$ cat config.mk
export PLATFORM = sky130hd
export DESIGN_NAME = freq_meter
export DESIGN_NICKNAME = d
export VERILOG_FILES = /design/src/rtl/freq_meter_pkg.sv /design/src/rtl/sync_edge_det.sv /design/src/rtl/freq_meter.sv
export SDC_FILE = /design/constraint.sdc
export NUM_CORES = 1
export LEC_CHECK = 0
export BUFFER_PORTS_ARGS = -buffer_cell sky130_fd_sc_hd__buf_2
export CORE_MARGIN = 2
export CORE_UTILIZATION = 30
export CTS_BUF_LIST = sky130_fd_sc_hd__clkbuf_16
export CTS_CLUSTER_SIZE = 30
export DETAILED_ROUTE_END_ITERATION = 12
export GPL_ROUTABILITY_DRIVEN = 0
export PLACE_DENSITY = 0.51
export SLEW_MARGIN = 20
export SYNTH_ARGS = -nofsm -noshare
export SYNTH_HDL_FRONTEND = slang
export SYNTH_SLANG_ARGS = --single-unit
$ cat constraint.sdc
create_clock -name clock -period 6.5 [get_ports clock]
set_clock_uncertainty 0.15 [all_clocks]
set_input_delay 0.65 -clock clock [delete_from_list [all_inputs] [get_ports clock]]
set_output_delay 0.65 -clock clock [all_outputs]
set_load 0.01 [all_outputs]
$ cat src/rtl/freq_meter_pkg.sv
// Shared types for the frequency meter: FSM encoding and gate counter sizing.
package freq_meter_pkg;

    typedef enum logic [1:0] {
        StIdle = 2'd0,
        StArm  = 2'd1,
        StGate = 2'd2,
        StDone = 2'd3
    } state_e;

    function automatic int unsigned gate_cnt_width(input int unsigned gate_cycles);
        return (gate_cycles > 1) ? $clog2(gate_cycles) : 1;
    endfunction

endpackage

$ cat src/rtl/sync_edge_det.sv
// Synchronizes an asynchronous input and emits a one-cycle pulse on each rising edge.
module sync_edge_det #(
    parameter int unsigned SYNC_STAGES = 2
) (
    input  logic clock,
    input  logic reset_n,
    input  logic sig_in,
    output logic rise
);

    logic [SYNC_STAGES-1:0] sync_q;
    logic                   prev_q;

    always_ff @(posedge clock or negedge reset_n) begin
        if (!reset_n) begin
            sync_q <= '0;
            prev_q <= 1'b0;
        end else begin
            sync_q <= {sync_q[SYNC_STAGES-2:0], sig_in};
            prev_q <= sync_q[SYNC_STAGES-1];
        end
    end

    assign rise = sync_q[SYNC_STAGES-1] & ~prev_q;

endmodule

$ cat src/rtl/freq_meter.sv
// Counts rising edges of an asynchronous input over a fixed gate window of system clocks.
module freq_meter
    import freq_meter_pkg::*;
#(
    parameter int unsigned GATE_CYCLES = 1000,
    parameter int unsigned CNT_W       = 16,
    parameter int unsigned SYNC_STAGES = 2
) (
    input  logic             clock,
    input  logic             reset_n,
    input  logic             start,
    input  logic             continuous,
    input  logic             sig_in,
    output logic             busy,
    output logic [CNT_W-1:0] freq_count,
    output logic             count_valid,
    output logic             overflow
);

    localparam int unsigned      GW        = gate_cnt_width(GATE_CYCLES);
    localparam logic [GW-1:0]    GATE_LAST = GW'(GATE_CYCLES - 1);
    localparam logic [CNT_W-1:0] CNT_MAX   = '1;

    state_e           state_q, state_d;
    logic [GW-1:0]    gate_cnt_q, gate_cnt_d;
    logic [CNT_W-1:0] edge_cnt_q, edge_cnt_d;
    logic [CNT_W-1:0] freq_count_q, freq_count_d;
    logic             ovf_flag_q, ovf_flag_d;
    logic             overflow_q, overflow_d;
    logic             count_valid_q, count_valid_d;
    logic             rise;

    sync_edge_det #(
        .SYNC_STAGES(SYNC_STAGES)
    ) u_sync_edge_det (
        .clock  (clock),
        .reset_n(reset_n),
        .sig_in (sig_in),
        .rise   (rise)
    );

    always_comb begin
        state_d       = state_q;
        gate_cnt_d    = gate_cnt_q;
        edge_cnt_d    = edge_cnt_q;
        ovf_flag_d    = ovf_flag_q;
        freq_count_d  = freq_count_q;
        overflow_d    = overflow_q;
        count_valid_d = 1'b0;
        unique case (state_q)
            StIdle: begin
                if (start || continuous) state_d = StArm;
            end
            StArm: begin
                gate_cnt_d = '0;
                edge_cnt_d = '0;
                ovf_flag_d = 1'b0;
                state_d    = StGate;
            end
            StGate: begin
                gate_cnt_d = gate_cnt_q + 1'b1;
                if (rise) begin
                    if (edge_cnt_q == CNT_MAX) ovf_flag_d = 1'b1;
                    else                       edge_cnt_d = edge_cnt_q + 1'b1;
                end
                // Result registers load on entry to DONE so they line up with the strobe.
                if (gate_cnt_q == GATE_LAST) begin
                    state_d       = StDone;
                    freq_count_d  = edge_cnt_d;
                    overflow_d    = ovf_flag_d;
                    count_valid_d = 1'b1;
                end
            end
            StDone: begin
                state_d = continuous ? StArm : StIdle;
            end
            default: state_d = StIdle;
        endcase
    end

    always_ff @(posedge clock or negedge reset_n) begin
        if (!reset_n) begin
            state_q       <= StIdle;
            gate_cnt_q    <= '0;
            edge_cnt_q    <= '0;
            ovf_flag_q    <= 1'b0;
            freq_count_q  <= '0;
            overflow_q    <= 1'b0;
            count_valid_q <= 1'b0;
        end else begin
            state_q       <= state_d;
            gate_cnt_q    <= gate_cnt_d;
            edge_cnt_q    <= edge_cnt_d;
            ovf_flag_q    <= ovf_flag_d;
            freq_count_q  <= freq_count_d;
            overflow_q    <= overflow_d;
            count_valid_q <= count_valid_d;
        end
    end

    assign busy        = (state_q != StIdle);
    assign freq_count  = freq_count_q;
    assign overflow    = overflow_q;
    assign count_valid = count_valid_q;

endmodule
======== Yosys cells after proc, flatten, opt, wreduce, memory -nomap -nowiden ========
Cells that the tools add are included.
word-level totals
  bits in registers ....................... 50
  input bits .............................. 5
  output and inout bits ................... 19
cells by class
  add/subtract/negate cells ............... 2
  eq/ne operators ......................... 7
  multiplexer cells ....................... 13
  bitwise gates (word level) .............. 2
  reduce and logical (&&, ||, !) cells .... 6
operators by type and width
  kind                   number
  $mux 16                2
  $pmux 16 s2            1
  $pmux 10 s2            1
  $add 16x1->16 const B  1
  $eq 16x16->1 const B   1
  $add 10x1->10 const B  1
  $eq 10x10->1 const B   1
  $pmux 2 s4             1
  $mux 1                 5
  $eq 2x2->1 const B     2
  $mux 2                 2
  $ne 2x2->1 const B     2
  $reduce_and 2->1       2
  $reduce_bool 2->1      2
  $eq 2x1->1 const B     1
  $logic_not 2->1        1
  $pmux 1 s2             1
  $and 1x1->1            1
  $logic_or 1x1->1       1
  $not 1->1              1

======== Depth between registers and ports, before layout ========
  word-level depth ........................ 4
  gate-level depth with buffers ........... 9
  mapped depth without buffers ............ 7

======== By module ========
From an unflattened synthesis, not the netlist that was laid out.
unflattened totals
  cell total of the unflattened synthesis .. 298
  area total of the unflattened synthesis .. 2810.2 um^2
modules (own cells, without submodules)
  module         instances  cells each  area an instance (um^2)  sequential area each (um^2)
  freq_meter     1          294         2721.4                   1176.1
  sync_edge_det  1          4           88.8                     75.1

======== Worst setup path before layout ========
No wires, ideal clock.
  path type ............................... flip-flop to flip-flop
  start point ............................. reg edge_cnt_q[0]
  end point ............................... reg edge_cnt_q[2]
  library setup time ...................... 0.096 ns
  arrival ................................. 2.008 ns
  setup slack ............................. 4.246 ns
  cell stages (with the launch flop) ...... 9
  path buffers ............................ 2
  period minus slack after synthesis ...... 2.254 ns
  path through ............................ dfrtp_1 ha_1 nand3_1 or4_4 buf_6 and2_4 buf_6 a311o_1 o31ai_1
on the way
  longest elaborated chain between the ends .. 4
RTL lines
  item                                           line                                source
  from (decl)                                    freq_meter.sv:26                    logic [CNT_W-1:0] edge_cnt_q, edge_cnt_d;
  from (signal assigned)                         freq_meter.sv:93                    edge_cnt_q <= edge_cnt_d;
  $add 16x1->16 or $eq 16x16->1 (tied branches)  freq_meter.sv:64, freq_meter.sv:63
  $mux 16 (*)                                    freq_meter.sv:63                    if (edge_cnt_q == CNT_MAX) ovf_flag_d = 1'b1;
  $mux 16 (*)                                    freq_meter.sv:62                    if (rise) begin
  $pmux 16 s2 (*)                                freq_meter.sv:50                    unique case (state_q)
Every way passes the cells marked *; elsewhere a longest branch is shown, timed or not.
A chain may end at the register's enable or synchronous reset.

======== Worst setup path in the final report ========
  start point ............................. reg state_q[0]
  end point ............................... reg edge_cnt_q[15]
on the way
  longest elaborated chain between the ends .. 2
RTL lines
  item                                              line              source
  from (decl)                                       freq_meter.sv:24  state_e state_q, state_d;
  from (signal assigned)                            freq_meter.sv:83  state_q <= StIdle;
  from (signal assigned)                            freq_meter.sv:91  state_q <= state_d;
  $eq 2x2->1 or $eq 2x1->1 (tied branches)          freq_meter.sv:50
  $pmux 16 s2 or $reduce_bool 2->1 (tied branches)  --
Parallel ways exist; a longest one is shown, timed or not.

==> metrics.txt <==
Slew HR=between 30% and 40%; Final ANT Viol Nets=0; core area=0.00859 sq mm; Achievable Freq=between 300 and 400 MHz; Die Wd=approximately 97 um; synthesized area=roughly 0.0026 sq mm; Static Leak=1.27 nW; Area Growth Syn to Fin=12.0%; top-level port count=24; CTS buffer count=5; Die ar.=0.00947 sq mm; synth unique cells=49; PortBufs=23; initial antenna violation count=0; 1st-iter DRT viols=141; CP Class=reg2reg; commonest non-fill, non-tap cell in the layout=dfrtp_1; Worst setup EP type=register; Critical Path RT=between 6 and 7 ns; placement-stage cell area=between 0.002 and 0.003 sq mm; Seq cells post-synth=50; total wire length=5940 um; wire length of the first global-routing pass=about 10000 um; DRC errors left=0; WL/cell=around 15 um; R2R cell count=7; Worst setup SP type=register; Power Dens Cells=around 290 mW/mm^2; # setup viols final=0; max-slew violations=0; Post-CTS Setup Bufs=0; Max-Cap Viols=0; Layout Nets=306; Min Clock Period, post-route=between 2 and 3 ns; Setup TNS Final=0 ns; post-synth top area cell=dfrtp_1; Final Hold Vio Count=0; worst slack at placement=approximately 3.6 ns; CP Max Fanout=23; Worst-path clk slew=around 0.07 ns; Final period util=45.0%; number of synthesis warnings=0; antenna diode instance count=0; CTS tree=done; Buf/Inv on CP=2; Yosys top cell area share=47.9%; status=completed; HP Class=reg2reg; CP cell instances=inv_1, ha_1, inv_1, nor2_1, nor2_1, o21ai_0, a41oi_1; worst-margin pin slew=slightly above 0.9 ns; Peak VDD IR=~120 uV; iteration count of the initial detailed-routing pass=4; post-synthesis sequential area ratio=a little under half; Clk Latency, worst-skew pair=roughly 0.28 ns; top post-synthesis cells by area=dfrtp_1, o21ai_0, a21oi_1; CTS root buf=clkbuf_16; Critical Path Stages=7; final worst setup slack=3.58 ns; Die Ht=97.3 um; Slowest-stage cell, CP=ha_1; RSZ-0062 raised after global routing=false; vias in the first global route=2027; Starting Density=a little under a third; Post-CTS Hold Buffers=0; overall power=between 0.8 and 0.9 mW; worst-case clock buffer depth=2; slowest stage delay, CP=approximately 0.76 ns; fin area=approximately 0.0029 sq mm; H-tree level count=2; largest net degree at the start of global routing=51; GRT Total Usage=about an eighth; syn nets=around 290; WHS=roughly 0.21 ns; most frequent cells in the layout=dfrtp_1, nand2_1, o21ai_0, buf_2, a21oi_1; Worst Hold Depth=0; CTS resizes=0; Vias=between 2000 and 2500; DP HPWL=about 4000 um; Clock Sinks=50; Arr. time, crit path=roughly 2.9 ns; Post-Synthesis Cells=approximately 280; total grt overflow=0; delay-heaviest family, CP=adder cells; post-synthesis average cell area=just over 9 sq um; layout cell share with drive strength beyond 1=12.5%; # rows=34; vias per inst=between 5 and 6
## worst paths after layout
check / end / start / slack (ns)
hold / removal: u_sync_edge_det.sync_q[1] / u_sync_edge_det.sync_q[0] / 0.21
max in group asynchronous: gate_cnt_q[9] / reset_n / 5.46
hold reg to reg: u_sync_edge_det.sync_q[1] / u_sync_edge_det.sync_q[0] / 0.21
min in group asynchronous: freq_count[2] / reset_n / 0.33
setup reg to reg: edge_cnt_q[15] / state_q[0] / 3.58
setup / recovery: edge_cnt_q[15] / state_q[0] / 3.58
## cells in the mapped netlist (all sizes together)
cell,count
nor3,9
nor2b,1
o31ai,5
nand3b,1
o221ai,1
clkbuf,8
inv,15
a32oi,1
mux2i,3
dfrtp,50
xor2,5
a41oi,2
buf,6
nand3,16
and4,4
mux2,1
o2bb2ai,1
a31o,1
and3,3
a21o,5
a21oi,19
nand2,25
a311o,1
a22o,1
a31oi,2
or4,3
nor2,17
nand2b,5
o22ai,2
nand4,11
xnor2,10
ha,5
a311oi,1
o21bai,4
nand4b,1
and2,2
a211oi,1
o21ai,25
nor4,5
nor3b,1
## flip-flops by register name, summed over array words and instances (netlist names)
register                count
freq_count                 16
overflow                    1
gate_cnt_q                 10
state_q                     2
u_sync_edge_det.sync_q      2
u_sync_edge_det.prev_q      1
edge_cnt_q                 16
count_valid                 1
ovf_flag_q                  1
## per-layer routing
layer  track usage [%]  vias to the layer above  wire length [um]
met5                 0                        -                 0
met4              4.49                        0               119
met3              2.30                       11               260
met2              20.2                       42              2570
met1              19.2                     1015              2990
li1                  -                     1035                 -
## through the flow
| step | utilization, % | std cells |
|---|---|---|
| floorplan | - | 279 |
| global placement | 32.5 | 397 |
| detailed placement | 32.5 | 397 |
| CTS | 34.0 | 404 |
| global route | 34.0 | 404 |
| finish | 34.0 | 404 |
## report_power, final
part | internal, mW | switching [mW] | leakage (nW)
combinational | 0.0682 | 0.187 | 0.508
clock | 0.138 | 0.107 | 0.0723
sequential | 0.327 | 0.0149 | 0.686
## layout make-up
class / count / area [sq um]
clock inverter: 2 / 7.51
multi-input combinational: 200 / 1230
clock buffer: 5 / 125
sequential: 50 / 1250
fill: 902 / 5670
timing repair buffer: 24 / 123
inverter: 15 / 56.3
tap: 108 / 135
## cells by family after synthesis
group                      count (synthesis)  synth area share, %
and+or+nand+nor                          104                 20.9
AOI/OAI and AO/OA                         72                 17.1
DFF                                       50                 47.9
buffers and inverters                     29                 5.08
xor gates and xnor gates                  15                 5.03
adders and majority gates                  5                 2.40
muxes                                      4                 1.58
(Power assumes the default switching activity.)
